--- src/rtl/btn_pkg.sv ---
// Shared button-path definitions: FSM state encoding, default timing constants, count helper.
// Latency: n/a (package only).
// Backpressure: n/a (package only).
package btn_pkg;

  // Event generator FSM encoding; values are fixed so other blocks can decode them.
  typedef enum logic [1:0] {
    IDLE   = 2'd0,
    DELAY  = 2'd1,
    REPEAT = 2'd2
  } btn_state_e;

  // Default timing assumes a 100 MHz clk, shared with the debouncer.
  localparam int unsigned DEF_CNT_W         = 27;
  localparam int unsigned DEF_REPEAT_DELAY  = 50000000;
  localparam int unsigned DEF_REPEAT_PERIOD = 10000000;
  localparam int unsigned DEF_LONG_PRESS    = 100000000;

  localparam int unsigned PRESS_CNT_W = 8;

  // Increment that sticks at all-ones instead of wrapping.
  function automatic logic [PRESS_CNT_W-1:0] sat_inc_cnt(input logic [PRESS_CNT_W-1:0] v);
    return (v == {PRESS_CNT_W{1'b1}}) ? v : v + PRESS_CNT_W'(1);
  endfunction

endpackage

--- src/rtl/button_event_gen_edge_detect.sv ---
// Edge detector: registers the previous level and flags rise/fall of the current level.
// Latency: rise/fall are combinational from din against a 1-cycle delayed copy.
// Backpressure: none; one strobe per level change, never stalled.
module edge_detect (
  input  logic clk,
  input  logic rst,
  input  logic din,
  output logic rise,
  output logic fall
);

  logic prev_q;
  logic prev_d;

  // Next previous-level is simply the current sample.
  always_comb begin
    prev_d = din;
  end

  // Previous level clears on reset so a level already high reads as a rise.
  always_ff @(posedge clk) begin
    if (rst) begin
      prev_q <= 1'b0;
    end else begin
      prev_q <= prev_d;
    end
  end

  assign rise = din & ~prev_q;
  assign fall = ~din & prev_q;

endmodule

--- src/rtl/button_event_gen.sv ---
// Button event generator: press/repeat/release pulses, long-press level, saturating press count.
// Latency: every output is registered, one cycle after the sampled edge or timer tick.
// Backpressure: none; events are single-cycle pulses that consumers must catch.
module button_event_gen
  import btn_pkg::*;
#(
  parameter int unsigned CNT_W         = DEF_CNT_W,
  parameter int unsigned REPEAT_DELAY  = DEF_REPEAT_DELAY,
  parameter int unsigned REPEAT_PERIOD = DEF_REPEAT_PERIOD,
  parameter int unsigned LONG_PRESS    = DEF_LONG_PRESS,
  parameter bit          REPEAT_EN     = 1'b1
) (
  input  logic                   clk,
  input  logic                   rst,
  input  logic                   btn_db,
  output logic                   press_pulse,
  output logic                   repeat_pulse,
  output logic                   release_pulse,
  output logic                   long_press,
  output logic [PRESS_CNT_W-1:0] press_count
);

  // Terminal timer values; the repeat timer reloads to 0 after each tick.
  localparam logic [CNT_W-1:0] DELAY_LAST  = CNT_W'(REPEAT_DELAY - 1);
  localparam logic [CNT_W-1:0] PERIOD_LAST = CNT_W'(REPEAT_PERIOD - 1);
  localparam logic [CNT_W-1:0] HOLD_MAX    = CNT_W'(LONG_PRESS);

  logic rise;
  logic fall;

  btn_state_e             state_q,   state_d;
  logic [CNT_W-1:0]       rpt_q,     rpt_d;
  logic [CNT_W-1:0]       hold_q,    hold_d;
  logic [PRESS_CNT_W-1:0] cnt_q,     cnt_d;
  logic                   press_q,   press_d;
  logic                   repeat_q,  repeat_d;
  logic                   release_q, release_d;
  logic                   long_q,    long_d;
  logic [CNT_W-1:0]       hold_inc;

  edge_detect u_edge (
    .clk  (clk),
    .rst  (rst),
    .din  (btn_db),
    .rise (rise),
    .fall (fall)
  );

  // Hold timer stops at the long-press threshold so it can never wrap.
  always_comb begin
    hold_inc = (hold_q == HOLD_MAX) ? hold_q : hold_q + CNT_W'(1);
  end

  // Next-state and event decode; release is checked before any repeat tick so it wins.
  always_comb begin
    state_d   = state_q;
    rpt_d     = rpt_q;
    hold_d    = hold_q;
    cnt_d     = cnt_q;
    press_d   = 1'b0;
    repeat_d  = 1'b0;
    release_d = 1'b0;
    case (state_q)
      IDLE: begin
        if (rise) begin
          press_d = 1'b1;
          cnt_d   = sat_inc_cnt(cnt_q);
          rpt_d   = '0;
          hold_d  = '0;
          state_d = DELAY;
        end
      end
      DELAY: begin
        if (fall) begin
          release_d = 1'b1;
          rpt_d     = '0;
          hold_d    = '0;
          state_d   = IDLE;
        end else if (btn_db) begin
          hold_d = hold_inc;
          if (rpt_q == DELAY_LAST) begin
            // With repeat disabled the timer parks here for the rest of the hold.
            if (REPEAT_EN) begin
              repeat_d = 1'b1;
              rpt_d    = '0;
              state_d  = REPEAT;
            end
          end else begin
            rpt_d = rpt_q + CNT_W'(1);
          end
        end
      end
      REPEAT: begin
        if (fall) begin
          release_d = 1'b1;
          rpt_d     = '0;
          hold_d    = '0;
          state_d   = IDLE;
        end else if (btn_db) begin
          hold_d = hold_inc;
          if (rpt_q == PERIOD_LAST) begin
            repeat_d = 1'b1;
            rpt_d    = '0;
          end else begin
            rpt_d = rpt_q + CNT_W'(1);
          end
        end
      end
      default: begin
        rpt_d   = '0;
        hold_d  = '0;
        state_d = IDLE;
      end
    endcase
    // Long-press follows the next hold value, so it drops together with release_pulse.
    long_d = (hold_d == HOLD_MAX);
  end

  // State, timers and registered outputs; reset overrides any in-flight event.
  always_ff @(posedge clk) begin
    if (rst) begin
      state_q   <= IDLE;
      rpt_q     <= '0;
      hold_q    <= '0;
      cnt_q     <= '0;
      press_q   <= 1'b0;
      repeat_q  <= 1'b0;
      release_q <= 1'b0;
      long_q    <= 1'b0;
    end else begin
      state_q   <= state_d;
      rpt_q     <= rpt_d;
      hold_q    <= hold_d;
      cnt_q     <= cnt_d;
      press_q   <= press_d;
      repeat_q  <= repeat_d;
      release_q <= release_d;
      long_q    <= long_d;
    end
  end

  assign press_pulse   = press_q;
  assign repeat_pulse  = repeat_q;
  assign release_pulse = release_q;
  assign long_press    = long_q;
  assign press_count   = cnt_q;

endmodule

--- config.mk ---
export PLATFORM = sky130hd
export DESIGN_NAME = button_event_gen
export DESIGN_NICKNAME = d
export VERILOG_FILES = /design/src/rtl/btn_pkg.sv /design/src/rtl/button_event_gen_edge_detect.sv /design/src/rtl/button_event_gen.sv
export SDC_FILE = /design/constraint.sdc
export NUM_CORES = 1
export LEC_CHECK = 0
export ABC_AREA = 1
export CORE_ASPECT_RATIO = 1.25
export CORE_MARGIN = 2
export CORE_UTILIZATION = 60
export DETAILED_ROUTE_END_ITERATION = 16
export PLACE_DENSITY_LB_ADDON = 0.12
export SLEW_MARGIN = 20
export SYNTH_ARGS = -nofsm -noshare
export SYNTH_HDL_FRONTEND = slang
export SYNTH_HIERARCHICAL = 1
export SYNTH_SLANG_ARGS = --single-unit
--- constraint.sdc ---
create_clock -name clk -period 2.2 [get_ports clk]
set_clock_uncertainty 0.05 [all_clocks]
set_input_delay 0.33 -clock clk [delete_from_list [all_inputs] [get_ports clk]]
set_output_delay 0.33 -clock clk [all_outputs]
set_load 0.03 [all_outputs]
; Word level (Yosys, flattened, before mapping)
; Cells that the tools add are included.
; Widths: inputs -> output; s select.
[op_classes]
bitwise_logic = 7
mux = 28
reduce_logical = 7
eq_ne = 12
addsub = 3
[ops]
columns = operator, count
row1 = $mux 27, 11
row2 = $pmux 27 s3, 1
row3 = $add 27x1->27 const B, 2
row4 = $eq 27x27->1 const B, 2
row5 = $pmux 27 s2, 1
row6 = $eq 27x24->1 const B, 1
row7 = $eq 27x26->1 const B, 1
row8 = $mux 2, 5
row9 = $ne 3x3->1 const B, 3
row10 = $add 8x1->8 const B, 1
row11 = $eq 8x8->1 const B, 1
row12 = $mux 1, 8
row13 = $pmux 2 s3, 1
row14 = $reduce_and 3->1, 2
row15 = $reduce_or 2->1, 3
row16 = $not 1->1, 5
row17 = $ne 2x2->1 const B, 2
row18 = $reduce_and 4->1, 1
row19 = $and 1x1->1, 2
row20 = $eq 2x1->1 const B, 1
row21 = $eq 2x2->1 const B, 1
row22 = $logic_not 2->1, 1
row23 = $pmux 1 s2, 1
[word_totals]
output_inout_bits = 12
input_bits = 3
elab_cells = 66
register_bits = 69

; Depth between registers and ports, before layout
; Gate-level depths: netlist of run 1.
[logic_depth]
ltp_word = 6
mapped_depth = 17
mapped_depth_nobuf = 17

; Hierarchy
; The synthesis of run 1 kept the hierarchy.
[modules_own_cells]
columns = mod, instances, cells_each, area_each_um2, seq_area_each_um2
row1 = button_event_gen, 1, 713, 4441.8, 1361.3
row2 = edge_detect, 1, 6, 38.8, 20.0

; Least setup slack after synthesis of run 1
; OpenSTA, ideal clock, no wires.
[synth_timing]
path_type = register -> register
from = reg state_q[0]
to = reg rpt_q[24]
period_less_slack_ns = 2.010
arrival_time_ns = 1.844
required_ns = 2.034
stages_incl_launch_ff = 15
slack_ns = 0.190
setup_ns = 0.116
n_path_buf = 1
path_cell_list = dfxtp_1 -> inv_1 -> ha_1 -> inv_1 -> or2_1 -> buf_6 -> nand2_4 -> a21oi_4 -> nand3_2 -> nor2_1 -> nand4_1 -> nor2_1 -> nand3_1 -> nor2_1 -> nor3b_2
[synth_between]
elab_chain_len = 3
elab_cells_between_ends = 8
cone_classes = 5 x eq/ne / 1 x mux / 2 x reduce/logical
[synth_rtl]
columns = item, line
row1 = from (decl), button_event_gen.sv:31  ; btn_state_e state_q, state_d;
row2 = from (signal assigned), button_event_gen.sv:131  ; state_q <= state_d;
row3 = $eq 2x2->1 (tied with other cells), button_event_gen.sv:63  ; case (state_q)
row4 = $ne 3x3->1 (no source line) or $ne 2x2->1 (tied branches), n/a
row5 = $reduce_and 3->1 (no source line), n/a
row6 = to (signal assigned), button_event_gen.sv:132  ; rpt_q <= rpt_d;
row7 = to (decl), button_event_gen.sv:32  ; logic [CNT_W-1:0] rpt_q, rpt_d;
; Parallel ways exist; a longest one is shown, timed or not.
; A chain may end at the register's enable or synchronous reset.

; Final worst setup path of run 1
[layout_timing]
from = reg rpt_q[0]
to = reg rpt_q[18]
[layout_between]
elab_chain_len = 5
elab_cells_between_ends = 10
cone_classes = 1 x add/sub / 2 x eq/ne / 7 x mux
[layout_rtl]
columns = item, line
row1 = $add 27x1->27 (tied with other cells), "button_event_gen.sv:89, button_event_gen.sv:105"
row2 = "$mux 27, on equally long branches", "button_event_gen.sv:101, button_event_gen.sv:81"
row3 = "$mux 27, on equally long branches", "button_event_gen.sv:99, button_event_gen.sv:79"
row4 = "$mux 27, on equally long branches", "button_event_gen.sv:94, button_event_gen.sv:74"
row5 = $pmux 27 s3 (*), button_event_gen.sv:63
; Every way passes the cells marked *; elsewhere a longest branch is shown, timed or not. The select of a mux whose other input is x is not followed.

==> results.tsv, run 1 <==
stage	metric	value	unit
sta	drv_slew	0	
sta	max_freq	467.8	MHz
worst_setup_path	path_delay_family	simple AND/OR/NAND/NOR gates	
drt	avgRoutedWirePerCell	15.39	um
worst_setup_path	required	2430	ps
cts	htreeDepth	3	
grt	grt-ovfl-total	0	
cts	cts.reportedPaths.clkPinSlew	80	ps
sta	finalWorstSetupSlack	62.36	ps
worst_setup_path	timing.rr.start	rpt_q[0]	
yosys	syn_nets	730	
final_layout	drive_gt1_frac	0.2173	
power	p_sw_frac	0.3564	
die	io_pins	15	
cts	cts_sinks	69	
power	max-vdd-ir-drop	617.9	uV
drt	met2WireLength	7057	um
grt	grt_pass1_vias	5022	
drt	drt-vias-per-instance	5.724	
cts	clock_latency	360	ps
yosys	ys_types	42	
worst_setup_path	cp_data_arrival_time	2360	ps
power	power_leakage	2.283	nW
final_layout	n_fill_cell	579	
worst_setup_path	crit_chain	ha_2, nand2_1, nor2_2, nand2_1, nor2_2, nand4_1, nor3_1, inv_1, a21oi_1, o21ai_0, a21oi_1	
yosys	ys_ff_latch	69	
final_layout	syn2layout_area_growth	27.45	%
die	design.die.area	8179	um^2
die	die_h	100.6	um
yosys	synth-seq-area-share	0.3083	
grt	grt_pass1_wl	21910	um
drt	wl_met3	763	um
grt	grt_max_degree	28	
sta	fin_crit	2138	ps
power	power_frac_comb	0.371	
cts	cts_buffers	9	
grt	antenna_found_initial	0	
worst_hold_path	hold_path_class	in -> reg	
die	fp-row-count	35	
cts	holdBufCountCts	0	
final_layout	num_antenna_cells	0	
die	die_w	81.29	um
yosys	synth_area_per_cell	6.232	um^2
power	p_int	2.854	mW
power	seqPwrFrac	0.325	
sta	finalHoldViolCount	0	
final_layout	layout_commonest_cell	nand2_1	
worst_setup_path	max_stage_delay	350	ps
cts	cts_tree	yes	
worst_hold_path	hold_start	btn_db	
drt	drt_iter0_markers	310	
sta	holdWs	340.6	ps
final_layout	finalNetCount	825	
power	clock_power_share	0.304	
worst_setup_path	critical_path.startpoint_type	register	
drt	drc	0	
yosys	synth_async_sr_flop_share	0	
worst_setup_path	worstSetupPathType	reg -> reg	
placed_design	place.gp.congestion	0.9707	
sta	min_period_over_period	0.9717	
placed_design	io_buffers	14	
sta	rsz0062_at_grt	true	
power	p_sw	1.580	mW
yosys	synth_cells	719	
worst_setup_path	path_buf_inv	1	
die	start_util	0.6127	
placed_design	pre_cts_ws	-289.5	ps
drt	vias	5215	
yosys	ys_warn_count	6	
sta	worstMarginPinSlew	599.3	ps
drt	wl_met1	5200	um
flow_run	cap_violations	0	
cts	clockBufferDepth	2	
drt	antenna_left	0	
cts	clock-root-buffer	clkbuf_8	
run_status	outcome	finished, final reports clean	
drt	highest_layer	met4	
sta	setup_viol	0	
die	core	7313	um^2
final_layout	final_cell_mix	nand2_1, nor2_1, buf_4	
yosys	syn_area	4481	um^2
sta	slew_headroom	0.6004	
worst_setup_path	crit_slowest_cell	dfxtp_2	
worst_setup_path	end_kind	register	
power	p_per_area	776.5	nW/um^2
yosys	synth_edf_count	0	
drt	first_pass_iters	5	
power	power.total	4.434	mW
grt	grt.total_usage	0.3490	
worst_setup_path	crit_start	rpt_q[0]	
worst_setup_path	crit_fanout	3	
drt	wl	14020	um
placed_design	dp_hpwl	10150	um
yosys	synth_flop_cell	dfxtp_1	
==> cells by family (layout without fill, tap and decap cells) <==
group,Yosys count,count (layout),synth area share
flops,69,69,0.3083
xor+xnor,11,11,0.02150
compound gates,99,99,0.1215
mux,1,1,0.002234
buf+inv,107,207,0.09578
simple gates,424,424,0.4284
fa+ha+maj,8,8,0.02234
==> repair_timing <==
action                     in CTS  in global routing
gates cloned                    0                  0
setup endpoints to repair       2                 27
pin swaps                       0                 11
buffers inserted                0                  5
gates resized for setup         2                 44
==> cell type report <==
class                      instances  area (um^2)  share of cell area
tap                               92        115.1             0.02016
clock buffer                      11        151.4             0.02651
clock inverter                     5        106.4             0.01862
inverter                          89        339.1             0.05938
sequential                        69         1398              0.2447
multi-input combinational        543         2769              0.4849
timing repair buffer             102        832.0              0.1457
==> synth_stat cells (4+ instances only) <==
library cell    n  share of area
a21oi_1        52          0.058
nor3_1         13          0.015
o21ai_0        29          0.032
ha_1            8          0.022
nor2_4          4          0.010
clkbuf_1        7         0.0059
nand2_2         9          0.013
or2_2           4         0.0056
o211ai_1        4         0.0067
nand3b_1        4         0.0067
nor2_1         93          0.078
nand4_1        18          0.025
a211oi_1        5         0.0084
dfxtp_1        69           0.31
xor2_1         10          0.020
nor4_1          6         0.0084
buf_2           6         0.0067
nand2_1       192           0.16
nor3b_1         4         0.0067
nor2_2          6         0.0084
inv_1          84          0.070
nand3_1        60          0.067
==> power groups by stage <==
stage          Combinational [mW]  Sequential (mW)  Clock [mW]
6_report                     1.65             1.44        1.35
5_1_grt                      1.78             1.45        1.41
4_1_cts                      1.56             1.43        1.36
3_5_place_dp                 1.54             1.46           0
3_3_place_gp                 1.50             1.45           0
2_1_floorplan               0.822             1.46           0
==> path summary, 6_finish.rpt <==
kind                            slack [ps]       endpoint  cells past startpoint
worst max-delay path                    60      rpt_q[18]                     11
worst min-delay path                   340  u_edge/prev_q                      4
worst min register to register         430     state_q[1]                      2
worst max register to register          60      rpt_q[18]                     11
==> registers in the layout (all words and copies together) (netlist names), 2 cells and up <==
signal	cells
press_count	8
rpt_q	27
state_q	2
hold_q	27
==> metal layers <==
layer | global-route usage | vias to the layer above
li1 | - | 2524
met1 | 0.3551 | 2391
met2 | 0.6103 | 217
met3 | 0.08333 | 83
met4 | 0.2490 | 0
met5 | 0 | -
==> worst reg2reg max path, delay by kind of cell, from the launching register on <==
family	cells	cell delay [ps]
compound gates	3	390
flops	1	350
buf+inv	1	140
simple gates	6	960
fa+ha+maj	1	180
==> per-stage QoR <==
step                      area (um^2)  utilization  instances  setup TNS (ps)
after detailed placement         5294       0.7239        890           -5001
after global routing             5710       0.7808        911          -864.8
after global placement           5294       0.7239        890           -3499
after floorplan                  4481            -        719               0
after CTS                        5557       0.7598        906               0
final                            5710       0.7808        911               0
Power figures use the tool's default switching activity.
==> inputs of run 2 (changes only) <==
--- a/config.mk
+++ b/config.mk
@@ -11,6 +11,7 @@
 export CORE_UTILIZATION = 60
 export DETAILED_ROUTE_END_ITERATION = 16
 export PLACE_DENSITY_LB_ADDON = 0.12
+export SKIP_LAST_GASP = 1
 export SLEW_MARGIN = 20
 export SYNTH_ARGS = -nofsm -noshare
 export SYNTH_HDL_FRONTEND = slang
==> run 2 against run 1 <==
Compared with the run above: total power fell by 0.28%; non-clock buffer count did not move; register-to-register slack barely moved; via count barely moved; global-route usage did not move; combinational power barely moved; cell count did not move; utilization fell by 0.14 points; critical path depth did not move; wire length rose by 0.12%; sequential cell count did not move; sequential power barely moved; largest power group unchanged.
==> results.tsv, run 2 (same netlist as run 1, synthesis figures left out) <==
stage	metric	value	unit	change
run_status	outcome	finished, final reports clean		
power	power_leakage	2.281	nW	about the same
worst_setup_path	required	2420	ps	about the same
drt	antenna_left	0		unchanged
final_layout	postLayoutCellArea	5700	um^2	-0.18%
flow_run	cap_violations	0		unchanged
worst_setup_path	path_buf_inv	1		unchanged
grt	use_met1	0.3551		unchanged
worst_setup_path	cp_data_arrival_time	2350	ps	about the same
worst_setup_path	worstSetupPathType	reg -> reg		
worst_setup_path	end_kind	register		
cts	cts_buffers	9		unchanged
placed_design	pre_cts_ws	-289.5	ps	unchanged
die	die_h	100.6	um	unchanged
sta	finalWorstSetupSlack	68.74	ps	+6.382 ps
final_layout	n_fill_cell	576		-0.52%
worst_setup_path	crit_chain	ha_2, nand2_1, nor2_2, nand2_1, nor2_2, nand4_1, nor3_1, inv_1, a21oi_1, o21ai_0, a21oi_1		
worst_setup_path	crit_fanout	3		unchanged
cts	clock_latency	360	ps	about the same
worst_setup_path	crit_slowest_cell	dfxtp_2		
sta	fin_crit	2131	ps	-6.382 ps
grt	grt.total_usage	0.3490		unchanged
final_layout	finalCoreUtilization	0.7795		-0.001368
grt	grt_pass1_vias	5022		unchanged
die	design.die.area	8179	um^2	unchanged
placed_design	place.gp.congestion	0.9707		unchanged
sta	drv_slew	0		unchanged
worst_setup_path	path_delay_family	simple AND/OR/NAND/NOR gates		
placed_design	place_area	5294	um^2	unchanged
sta	worstMarginPinSlew	599.3	ps	-0.06419 ps
sta	finalHoldViolCount	0		unchanged
placed_design	io_buffers	14		unchanged
power	seqPwrFrac	0.326		about the same
sta	max_freq	469.2	MHz	+0.30%
grt	grt.busiest_layer	met2		
power	power_frac_comb	0.370		about the same
drt	drt-vias-per-instance	5.722		about the same
worst_setup_path	critical_path.startpoint_type	register		
final_layout	num_antenna_cells	0		unchanged
power	max-vdd-ir-drop	621.5	uV	+0.58%
drt	wl	14030	um	+0.12%
sta	slew_headroom	0.6005		about the same
placed_design	dpl.cell_count	890		unchanged
grt	use_met3	0.08333		unchanged
placed_design	dp_hpwl	10150	um	unchanged
die	start_util	0.6127		unchanged
final_layout	final_cell_mix	nand2_1, nor2_1, buf_4		
drt	avgRoutedWirePerCell	15.40	um	+0.12%
sta	min_period_over_period	0.9688		-0.002901
power	p_sw_frac	0.3552		-0.001208
sta	setup_viol	0		unchanged
die	die_w	81.29	um	unchanged
cts	cts_sinks	69		unchanged
worst_setup_path	max_stage_delay	350	ps	about the same
grt	grt_max_degree	28		unchanged
drt	drt_iter0_markers	338		+9.0%
final_layout	finalNetCount	825		unchanged
grt	use_met2	0.6103		unchanged
worst_hold_path	worst_hold_path.num_cells	4		unchanged
cts	clock-root-buffer	clkbuf_8		
grt	antenna_found_initial	0		unchanged
worst_setup_path	reg2reg_setup_slack	70	ps	about the same
power	p_sw	1.571	mW	-0.62%
final_layout	instances_no_fill	911		unchanged
sta	rsz0062_at_grt	true		
power	clock_power_share	0.304		about the same
power	p_per_area	775.7	nW/um^2	-0.10%
drt	vias	5213		-0.038%
die	io_pins	15		unchanged
die	fp-row-count	35		unchanged
grt	grt_pass1_wl	21910	um	unchanged
cts	clockBufferDepth	2		unchanged
cts	cts.reportedPaths.clkPinSlew	80	ps	about the same
final_layout	syn2layout_area_growth	27.23	%	
power	p_int	2.851	mW	about the same
final_layout	layout_commonest_cell	nand2_1		
cts	cts_tree	yes		
worst_setup_path	crit_cells	11		unchanged
grt	grt-ovfl-total	0		unchanged
drt	drc	0		unchanged
cts	htreeDepth	3		unchanged
drt	first_pass_iters	6		+1
final_layout	drive_gt1_frac	0.2112		-0.006105
die	core	7313	um^2	unchanged
worst_setup_path	r2r_cells	11		unchanged
worst_hold_path	hold_path_class	in -> reg		
-- run 2: cell types whose count changed in the layout (fill, tap and decap cells not counted) --
cell and delta:
a21oi_1 +1, a21oi_2 -1, dfxtp_1 +3, dfxtp_2 -3, nand2_1 +1, nand2_2 -1
-- run 2: power by group through the flow --
stage	logic [mW]	clock network, mW	registers, mW
global route	1.78	1.41	1.45
detailed placement	1.54	0	1.46
global placement	1.50	0	1.45
floorplan	0.822	0	1.46
CTS	1.56	1.36	1.43
finish	1.64	1.35	1.44
-- run 2: final cells by class --
class                           instances  area [um^2]  share of cell area
Inverter                               89        339.1             0.05948
Sequential cell                        69         1394              0.2445
Timing Repair Buffer                  102        832.0              0.1460
Multi-Input combinational cell        543         2763              0.4846
Clock buffer                           11        151.4             0.02656
Tap cell                               92        115.1             0.02019
Clock inverter                          5        106.4             0.01866
-- run 2: worst reg2reg max path, delay by kind of cell, from the launching register on --
kind / cells / cell delay, ps
compound gates: 3 / 410
fa+ha+maj: 1 / 170
buf+inv: 1 / 140
flops: 1 / 350
simple gates: 6 / 930
-- run 2: final timing paths --
path | startpoint | end
worst max-delay path | rpt_q[1] | rpt_q[18]
worst min-delay path | btn_db | u_edge/prev_q
worst max register to register | rpt_q[1] | rpt_q[18]
worst min register to register | state_q[1] | state_q[1]
-- run 2: what timing repair did --
item                                   CTS  global route
hold buffers                             0             0
resized for setup                        2            39
pin swaps                                0            11
setup endpoints to repair                2            27
endpoints found under the hold margin    0             0
buffers inserted                         0             5
-- run 2: routing by layer --
metal  part of all wire  vias up
met5                  0        -
met4              0.066        0
met3              0.057       81
met2               0.51      237
met1               0.37     2372
li1                   -     2523
-- run 2: per-stage QoR --
stage	power (mW)	setup TNS [ps]	hold slack [ps]
after global placement	2.955	-3499	414.6
after CTS	4.351	0	432.4
after floorplan	2.281	0	352.4
final	4.422	0	336.8
after detailed placement	2.996	-5001	421.2
after global routing	4.635	-872.2	356.5
